## src/rtl/pulse_sched.sv

```systemverilog
// Pulse event sequencer: queues (amp, sel, gap) events in a small FIFO and
// replays them as clean load pulses to the exponential-decay pulse generator.
module pulse_sched #(
  parameter int unsigned DEPTH  = 4,
  parameter int unsigned AW     = 14,
  parameter int unsigned SW     = 4,
  parameter int unsigned GW     = 16,
  parameter int unsigned LOAD_W = 2
) (
  input  logic                 clk,
  input  logic                 rst,
  input  logic                 wr_en,
  input  logic signed [AW-1:0] wr_amp,
  input  logic        [SW-1:0] wr_sel,
  input  logic        [GW-1:0] wr_gap,
  input  logic                 start,
  input  logic                 stop,
  output logic                 full,
  output logic                 empty,
  output logic                 overflow,
  output logic                 pg_load,
  output logic signed [AW-1:0] pg_val,
  output logic        [SW-1:0] pg_sel,
  output logic                 busy,
  output logic        [15:0]   pulse_cnt
);

  localparam int unsigned PW  = $clog2(DEPTH);
  localparam int unsigned CW  = $clog2(DEPTH + 1);
  localparam int unsigned LCW = (LOAD_W > 1) ? $clog2(LOAD_W) : 1;

  typedef struct packed {
    logic signed [AW-1:0] amp;
    logic        [SW-1:0] sel;
    logic        [GW-1:0] gap;
  } evt_t;

  typedef enum logic [1:0] {IDLE, FETCH, WAIT, LOAD} state_t;

  state_t         state, state_nxt;
  evt_t           mem [DEPTH];
  evt_t           head;
  logic [PW-1:0]  wr_ptr, rd_ptr;
  logic [CW-1:0]  count, count_nxt;
  logic           push, pop, run;
  logic [GW-1:0]  gap_cnt;
  logic [LCW-1:0] ld_cnt;
  logic [SW-1:0]  sel_lat;

  assign head = mem[rd_ptr];
  assign push = wr_en && !full;
  assign pop  = (state == FETCH) && !empty;

  always_comb begin
    count_nxt = count;
    case ({push, pop})
      2'b10:   count_nxt = CW'(count + CW'(1));
      2'b01:   count_nxt = CW'(count - CW'(1));
      default: count_nxt = count;
    endcase
  end

  // Next-state decode; FETCH always lasts one cycle.
  always_comb begin
    state_nxt = state;
    case (state)
      IDLE:  if (run && !empty) state_nxt = FETCH;
      FETCH: state_nxt = (gap_cnt == '0) ? LOAD : WAIT;
      WAIT: begin
        if (!run)                    state_nxt = IDLE;
        else if (gap_cnt == GW'(1))  state_nxt = LOAD;
      end
      LOAD: begin
        if (ld_cnt == LCW'(LOAD_W - 1))
          state_nxt = (run && !empty) ? FETCH : IDLE;
      end
      default: state_nxt = IDLE;
    endcase
  end

  // Event storage has no reset; validity is tracked by the pointers and count.
  always_ff @(posedge clk) begin
    if (push) mem[wr_ptr] <= {wr_amp, wr_sel, wr_gap};
  end

  always_ff @(posedge clk or posedge rst) begin
    if (rst) begin
      state     <= IDLE;
      run       <= 1'b0;
      wr_ptr    <= '0;
      rd_ptr    <= '0;
      count     <= '0;
      full      <= 1'b0;
      empty     <= 1'b1;
      overflow  <= 1'b0;
      gap_cnt   <= '0;
      ld_cnt    <= '0;
      sel_lat   <= '0;
      pg_load   <= 1'b0;
      pg_val    <= '0;
      pg_sel    <= '0;
      busy      <= 1'b0;
      pulse_cnt <= '0;
    end else begin
      state    <= state_nxt;
      run      <= stop ? 1'b0 : (start ? 1'b1 : run);
      count    <= count_nxt;
      full     <= (count_nxt == CW'(DEPTH));
      empty    <= (count_nxt == '0);
      overflow <= wr_en && full;
      if (push) wr_ptr <= PW'(wr_ptr + PW'(1));
      if (pop)  rd_ptr <= PW'(rd_ptr + PW'(1));

      busy    <= (state_nxt != IDLE);
      pg_load <= (state_nxt == LOAD);

      // Present the head amplitude during FETCH so it leads the load edge.
      if (state_nxt == FETCH) begin
        pg_val  <= head.amp;
        sel_lat <= head.sel;
        gap_cnt <= head.gap;
      end else if (state == WAIT && gap_cnt != '0) begin
        gap_cnt <= GW'(gap_cnt - GW'(1));
      end

      if (state_nxt == LOAD && state != LOAD) begin
        pg_sel    <= sel_lat;
        pulse_cnt <= 16'(pulse_cnt + 16'(1));
        ld_cnt    <= '0;
      end else if (state == LOAD) begin
        ld_cnt <= LCW'(ld_cnt + LCW'(1));
      end
    end
  end

endmodule

```

## config.mk

```make
export PLATFORM = sky130hd
export DESIGN_NAME = pulse_sched
export DESIGN_NICKNAME = d
export VERILOG_FILES = /design/src/rtl/pulse_sched.sv
export SDC_FILE = /design/constraint.sdc
export NUM_CORES = 1
export LEC_CHECK = 0
export ABC_CLOCK_PERIOD_IN_PS = 3300
export BUFFER_PORTS_ARGS = -buffer_cell sky130_fd_sc_hd__buf_2
export CORE_AREA = 2 2 147 149
export CTS_CLUSTER_SIZE = 24
export DETAILED_ROUTE_END_ITERATION = 8
export DIE_AREA = 0 0 149 151
export SLEW_MARGIN = 30
export SYNTH_ARGS = -nofsm -noshare
export SYNTH_HDL_FRONTEND = slang
export SYNTH_SLANG_ARGS = --single-unit
```

## constraint.sdc

```tcl
create_clock -name clk -period 3.3 [get_ports clk]
set_clock_uncertainty 0.05 [all_clocks]
set_input_delay 0.66 -clock clk [delete_from_list [all_inputs] [get_ports clk]]
set_output_delay 0.66 -clock clk [all_outputs]
set_load 0.05 [all_outputs]
```

Word level (Yosys, flattened, before mapping)
Memory sizes are Yosys's and may differ from the RTL's.
Index checks and enable logic that the tools add are counted.
- muxes and demuxes: 16
- multiply operators: 0
- divide/modulo/power cells: 0
- reductions and logical operators: 16
- bitwise gates (word level): 0
- shifts and indexed selects: 0
- equal/unequal tests: 10
- $lt $le $gt $ge: 0
- add/subtract/negate cells: 7
- operators with widths (cell ; number):
    16-bit 2-to-1 mux ; 2
    16-bit by 1-bit adder with 16-bit output, second input constant ; 1
    16-bit by 1-bit equality test with 1-bit output, second input constant ; 1
    16-bit zero test ; 1
    16-bit nonzero test ; 1
    16-bit by 1-bit subtractor with 16-bit output, second input constant ; 1
    2-bit equality test, second input constant ; 4
    1-bit 2-to-1 mux ; 8
    2-bit 2-to-1 mux ; 4
    2-bit case mux with 4 select lines ; 1
    2-bit nonzero test ; 4
    2-bit by 1-bit equality test with 1-bit output, second input constant ; 3
    1-bit logical AND ; 6
    3-bit case mux with 2 select lines ; 1
    2-bit by 1-bit adder with 2-bit output, second input constant ; 2
    3-bit by 1-bit adder with 3-bit output, second input constant ; 1
    3-bit equality test, second input constant ; 1
    3-bit zero test ; 1
    3-bit by 1-bit subtractor with 3-bit output, second input constant ; 1
    1-bit zero test ; 2
    2-bit zero test ; 1
    2-bit != test, second input constant ; 1
    1-bit adder, second input constant ; 1
- bits in writable memories: 136
- register bits after elaboration: 70
- output and inout bits: 39
- latch bits: 0
- ROM bits: 0
- memories: 1
- logic and storage cells: 66
- input bits: 39
- memory list (memory ; words ; width ; read ports ; clocked after memory_dff ; wr ports ; RTL line ; RTL):
    mem ; 4 ; 34 ; 1 ; 0 ; 1 ; 41 ; evt_t mem [DEPTH];

Depth between registers and ports, before layout
Gate-level depths: netlist (run 1).
- word-level depth: 8
- gate-level depth with buffers: 10
- depth with buffers taken out: 9

Worst setup path before layout (run 1)
OpenSTA, ideal clock, no wires.
- path kind: reg2reg
- start point: register gap_cnt[0]
- end point: register gap_cnt[10]
- cell stages (with the launch flop): 8
- clock period less this slack: 2.456 ns
- slack: 0.844 ns
- library setup time: 0.118 ns
- buffers on the path: 0
- required time: 3.132 ns
- arrival: 2.288 ns
- path through: dfrtp_1 > inv_1 > ha_1 > or4b_2 > nor4_4 > or2b_2 > mux2_2 > a21o_1
- cells in the longest elaborated chain, start to end: 6
- elaborated cells between the ends (all ways): 13
- classes of those cells: add/sub (1); eq/ne (2); mux (6); reduce/logical (4)
- RTL lines (item ; RTL line ; RTL):
    from (decl) ; 46 ; logic [GW-1:0] gap_cnt;
    from (signal assigned) ; 121 ; gap_cnt <= head.gap;
    from (signal assigned) ; 123 ; gap_cnt <= GW'(gap_cnt - GW'(1));
    16-bit by 1-bit equality test with 1-bit output ; 71 ; else if (gap_cnt == GW'(1)) state_nxt = LOAD;
    2-bit 2-to-1 mux ; 71 ;
    2-bit 2-to-1 mux ; 70 ; if (!run) state_nxt = IDLE;
    2-bit case mux with 4 select lines ; 66 ; case (state)
    2-bit by 1-bit equality test with 1-bit output ; 118 ; if (state_nxt == FETCH) begin
    16-bit 2-to-1 mux / 2-bit nonzero test (equally long branches) ; n/a ;
Parallel ways exist; a longest one is shown, timed or not. The select of a mux whose other input is x is not followed.
A chain may end at the register's enable or synchronous reset.

Worst setup path in the final report (run 1)
Same ends and word-level chain as after synthesis.

==> impl_metrics.tcl, run 1 <==
set metrics [dict create \
    cts_hold_buf 0 \
    finalCritPeriodShare_pct 81.1 \
    dr.pass1.iters 4 \
    cp-startpoint "gap_cnt[0]" \
    pre_cts_slack_ns 0.627 \
    grt.total_usage_pct 14.5 \
    dieArea_um2 22500 \
    reg2reg_from "gap_cnt[0]" \
    ys_warn_count 0 \
    die_x_um 149 \
    crit_path_max_incr_delay_ns 0.66 \
    intPower_uw 5750 \
    place_congestion 0.821 \
    rows 53 \
    cts_setup_buffers 0 \
    coreArea_um2 20800 \
    drt-total-wl_mm 15.7 \
    slowest_stage "or4b_2" \
    slew_viol_final 0 \
    ant_nets 0 \
    drt_iter0_drc 304 \
    syn_area_um2 8270 \
    port_buffers 77 \
    vdd_drop_max_v 0.000535 \
    seqPwrFrac_pct 45.0 \
    cp_max_fo 8 \
    grt_first_pass_wirelength_mm 25.4 \
    grt_overflow 0 \
    reg2reg_depth 7 \
    io_pins 78 \
    crit_required_ns 3.65 \
    synth_area_per_cell_um2 16.1 \
    num-nets-final 656 \
    p_sw_share_pct 32.4 \
    clk_latency_ns 0.51 \
    drive_above_1_share_pct 30.0 \
    post_drt_wl_per_cell_um 17.4 \
    leakage_uw 0.00383 \
    cts_tree "built" \
    synth_cell_types 55 \
    timing.rr.end "gap_cnt[10]" \
    setup_viol 0 \
    clock-sinks 206 \
    utilization_pct 46.9 \
    setup_ws_ns 0.623 \
    htree_num_levels 1 \
    fillers 1821 \
    yosysTopAreaCell "edfxtp_1" \
    drc 0 \
    ys_ff_latch 206 \
    pwr-share-comb_pct 27.4 \
    hold_violations 0 \
    rsz0062_at_grt "false" \
    synthCells 512 \
    setup_tns_ns 0 \
    min_path_type "in -> async" \
    min_period_ns 2.68 \
    area_delta_synth_final_pct 18.1 \
    cts_resized 0 \
    ys_seq_area_share_pct 70.6 \
    cp_cell_sequence "inv_1 -> ha_1 -> or4b_2 -> nor4_4 -> or2b_2 -> mux2_2 -> a21o_1" \
    max-clock-path-buffers 3 \
    grt_pass1_vias 4704 \
    clkSlewWorstSetupHoldPaths_ns 0.06 \
    antenna_found_initial 4 \
    synthFlopType "edfxtp_1" \
    worst_setup_path_end_kind "register" \
    crit_arrival_ns 3.03 \
    synth_edf_count 136 \
    power_density_nw_per_um2 871 \
    grt_max_degree 48 \
    drv_cap 0 \
    status "finished clean" \
    fmax_ghz 0.374 \
    crit_type "reg -> reg" \
    cp_num_buf_inv 1 \
    start_util_pct 39.7 \
    synthTopCellsByCount "edfxtp_1, nand2_1, dfrtp_1" \
    die-height_um 151 \
    syn-num-nets 561 \
    clkPwrFrac_pct 27.6 \
    cts_root_buffer "clkbuf_16" \
    async_reset_ff_share_pct 34.0 \
    numCtsBuffers 23 \
    switchingPower_uw 2760 \
    tightest_slew_ns 0.720 \
    yosysTopAreaCellShare_pct 49.4 \
    cp_top_family "simple AND/OR/NAND/NOR gates" \
    r2r_slack_ns 0.62 \
    start_kind "register" \
    drt-vias-per-instance 5.07 \
    dpl.hpwl_mm 10.0 \
    synthTopCellsByArea "edfxtp_1, dfrtp_1, mux4_2" \
    slew_headroom_pct 52.0 \
    yosysMostFrequentCell "edfxtp_1" \
    vias 4567 \
]
## worst max path at each step
| stage | slack, ns | cells after the start | endpoint |
|---|---|---|---|
| final | 0.62 | 7 | gap_cnt[10] |
| after global routing | 0.50 | 7 | gap_cnt[10] |
| after CTS | 0.63 | 7 | gap_cnt[10] |
| after detailed placement | 0.63 | 7 | gap_cnt[10] |
| after global placement | 0.71 | 7 | gap_cnt[10] |
| after floorplan | 0.82 | 1 | busy |
## cells by family after synthesis
group	after synthesis	share of synthesized area, %
AOI/OAI and AO/OA	28	2.21
xor gates and xnor gates	33	3.68
adders and majority gates	10	1.60
buffers and inverters	27	1.36
and+or+nand+nor	167	10.3
muxes	41	10.2
DFF	206	70.6
## metrics by stage
stage	instances	hold WS, ns	cell area [um2]	power (uW)
6_report	900	0.202	9770	8510
5_1_grt	899	0.235	9760	9000
4_1_cts	899	0.239	9760	8630
3_5_place_dp	857	0.409	9060	6270
3_3_place_gp	857	0.403	9060	6200
2_1_floorplan	512	0.392	8270	5540
## cells in the final DEF, fill, tap and decap left out, drive strengths merged, types with 3 or more instances in the layout
master,instances
edfxtp,136
nand2,88
buf,88
dfrtp,69
clkbuf,35
mux4,34
xnor2,23
nor2,16
o21ai,14
nor3,12
nand3,12
xor2,10
inv,10
ha,9
nor4,7
mux2,6
and2,5
a21oi,4
clkinv,4
or4,4
nor2b,3
nand2b,3
## final cells by class
class	instances	area [um2]	area share (%)
Clock inverter	7	53.8	0.551
Tap cell	275	344	3.52
Sequential cell	206	5840	59.8
Clock buffer	35	651	6.66
Antenna cell	1	2.50	0.0256
Multi-Input combinational cell	279	2330	23.9
Timing Repair Buffer	88	505	5.18
Inverter	9	36.3	0.372
## flip-flops by register name (all words and copies together), names as in the netlist, 2 cells and up
name and count:
mem 136, state 2, pulse_cnt 16, pg_sel 4, count 3, sel_lat 4
gap_cnt 16, wr_ptr 2, pg_val 14, rd_ptr 2
## layer usage
metal  global-route usage (%)  vias to the layer above  wire (um)
met4                     3.14                        6        251
met3                     3.67                       30        850
li1                         -                     2090          -
met5                        0                        -         30
met1                     19.3                     2340       6720
met2                     24.4                      101       7840
## power by group through the flow
stage | sequential [uW] | clock [uW] | combinational [uW]
finish | 3830 | 2350 | 2330
global route | 3920 | 2510 | 2570
CTS | 3840 | 2400 | 2390
detailed placement | 3880 | 0 | 2380
global placement | 3860 | 0 | 2340
floorplan | 4010 | 0 | 1530
(Power assumes the default switching activity.)
==> inputs of run 2 (changes only) <==
Settings changed: ABC_CLOCK_PERIOD_IN_PS 3300 to 2800.
Clock period 3.3 ns to 2.8 ns, I/O delays scaled along.
==> impl_metrics.tcl, run 2 (synthesis gave the netlist of run 1 again) <==
set metrics [dict create \
    status "finished clean" \
    slowest_stage "or4b_2" \
    clock-sinks 206 \
    rsz0062_at_grt "false" \
    htree_num_levels 1 \
    rows 53 \
    stdcell_count 911 \
    seqPwrFrac_pct 43.8 \
    crit_path_max_incr_delay_ns 0.67 \
    max-clock-path-buffers 3 \
    area_delta_synth_final_pct 19.0 \
    place_congestion 0.845 \
    setup_ws_ns 0.336 \
    drive_above_1_share_pct 31.2 \
    grt.total_usage_pct 15.0 \
    die_x_um 149 \
    vias 4589 \
    power_density_nw_per_um2 1030 \
    worst_setup_path_end_kind "register" \
    min_period_ns 2.46 \
    cp_max_fo 6 \
    cts_root_buffer "clkbuf_16" \
    p_sw_share_pct 32.5 \
    fmax_ghz 0.406 \
    coreArea_um2 20800 \
    intPower_uw 6870 \
    timing.rr.end "gap_cnt[10]" \
    clkSlewWorstSetupHoldPaths_ns 0.06 \
    reg2reg_depth 7 \
    crit_arrival_ns 2.82 \
    io_pins 78 \
    clkPwrFrac_pct 28.5 \
    drt_iter0_drc 276 \
    total_power_uw 10200 \
    cts_setup_buffers 0 \
    start_util_pct 39.7 \
    crit_required_ns 3.16 \
    reg2reg_from "gap_cnt[0]" \
    final_common_cell "edfxtp_1" \
    r2r_slack_ns 0.34 \
    cp_cell_sequence "inv_1 -> ha_1 -> or4b_2 -> nor4_4 -> or2b_2 -> mux2_2 -> a21o_1" \
    finalCritPeriodShare_pct 88.0 \
    cp_num_buf_inv 1 \
    clk_latency_ns 0.51 \
    cts_resized 0 \
    cp_top_family "simple AND/OR/NAND/NOR gates" \
    vdd_drop_max_v 0.000540 \
    num-nets-final 667 \
    dr.pass1.iters 6 \
    drv_cap 0 \
    min_path_type "in -> async" \
    grt_max_degree 45 \
    grt_first_pass_wirelength_mm 26.1 \
    pwr-share-comb_pct 27.7 \
    die-height_um 151 \
    dp_cells 868 \
    post_drt_wl_per_cell_um 17.7 \
    drt-vias-per-instance 5.04 \
    switchingPower_uw 3300 \
    cp.depth 7 \
    dieArea_um2 22500 \
    crit_type "reg -> reg" \
    pre_cts_slack_ns 0.306 \
    cts_tree "built" \
    layout_common_cells "edfxtp_1, nand2_1, buf_2" \
    grt_pass1_vias 4918 \
    port_buffers 77 \
    fillers 1831 \
    drc 0 \
    dpl.hpwl_mm 10.7 \
    slew_headroom_pct 51.7 \
    timing.hold.ws_ns 0.0893 \
    ant_nets 0 \
    start_kind "register" \
    largest_reg_flops 136 \
    grt_overflow 0 \
    leakage_uw 0.00389 \
    antenna_found_initial 4 \
    setup_tns_ns 0 \
    numCtsBuffers 23 \
    largest_registers "mem x136, gap_cnt x16, pulse_cnt x16" \
    hold_violations 0 \
    cts_hold_buf 0 \
    slew_viol_final 0 \
    setup_viol 0 \
    tightest_slew_ns 0.722 \
    largest_register "mem" \
    drt-total-wl_mm 16.1 \
]
## run 2: cell count changes in the layout (fill, tap and decap cells not counted)
cell,previous run,this run
inv_6,0,1
buf_12,3,0
clkbuf_8,3,0
clkinv_1,1,5
clkbuf_1,9,5
clkinv_2,3,4
bufinv_16,0,2
buf_4,8,22
clkinvlp_4,2,1
## run 2: cell type report
type	count	area [um2]	share of cell area, %
multi-input combinational	279	2330	23.7
sequential	206	5840	59.4
clock inverter	14	135	1.37
antenna	1	2.50	0.0254
clock buffer	28	594	6.04
timing repair buffer	99	551	5.60
inverter	9	36.3	0.369
tap	275	344	3.50
## run 2: layer usage
metal | GRT usage (%) | part of all wire, %
met1 | 19.0 | 43
met2 | 25.6 | 49
met3 | 3.95 | 5.5
met4 | 4.24 | 2.0
met5 | 0 | 0.21
## run 2: worst register-to-register path, stage by stage, from the launching register on
cell and delay (ns):
dfrtp_1 0.40, inv_1 0.13, ha_1 0.19, or4b_2 0.67
nor4_4 0.19, or2b_2 0.22, mux2_2 0.34, a21o_1 0.17
## run 2: how the worst max path moves through the flow
| stage | start | end | slack (ns) |
|---|---|---|---|
| floorplan | gap_cnt[0] | gap_cnt[10] | 0.34 |
| global placement | gap_cnt[0] | gap_cnt[10] | 0.42 |
| detailed placement | state[0] | full | 0.31 |
| CTS | state[0] | full | 0.30 |
| global route | state[0] | full | 0.15 |
| finish | gap_cnt[0] | gap_cnt[10] | 0.34 |
## run 2: metrics by stage
stage	instance area (um2)	util [%]
floorplan	8270	-
global placement	9100	43.7
detailed placement	9100	43.7
CTS	9830	47.2
global route	9840	47.2
finish	9840	47.2
## run 2: power by group through the flow
| stage | combinational (uW) | sequential, uW | clock (uW) |
|---|---|---|---|
| after global routing | 3100 | 4550 | 3090 |
| after floorplan | 1810 | 4730 | 0 |
| after detailed placement | 2860 | 4520 | 0 |
| after CTS | 2880 | 4470 | 2970 |
| final | 2820 | 4460 | 2900 |
| after global placement | 2820 | 4490 | 0 |
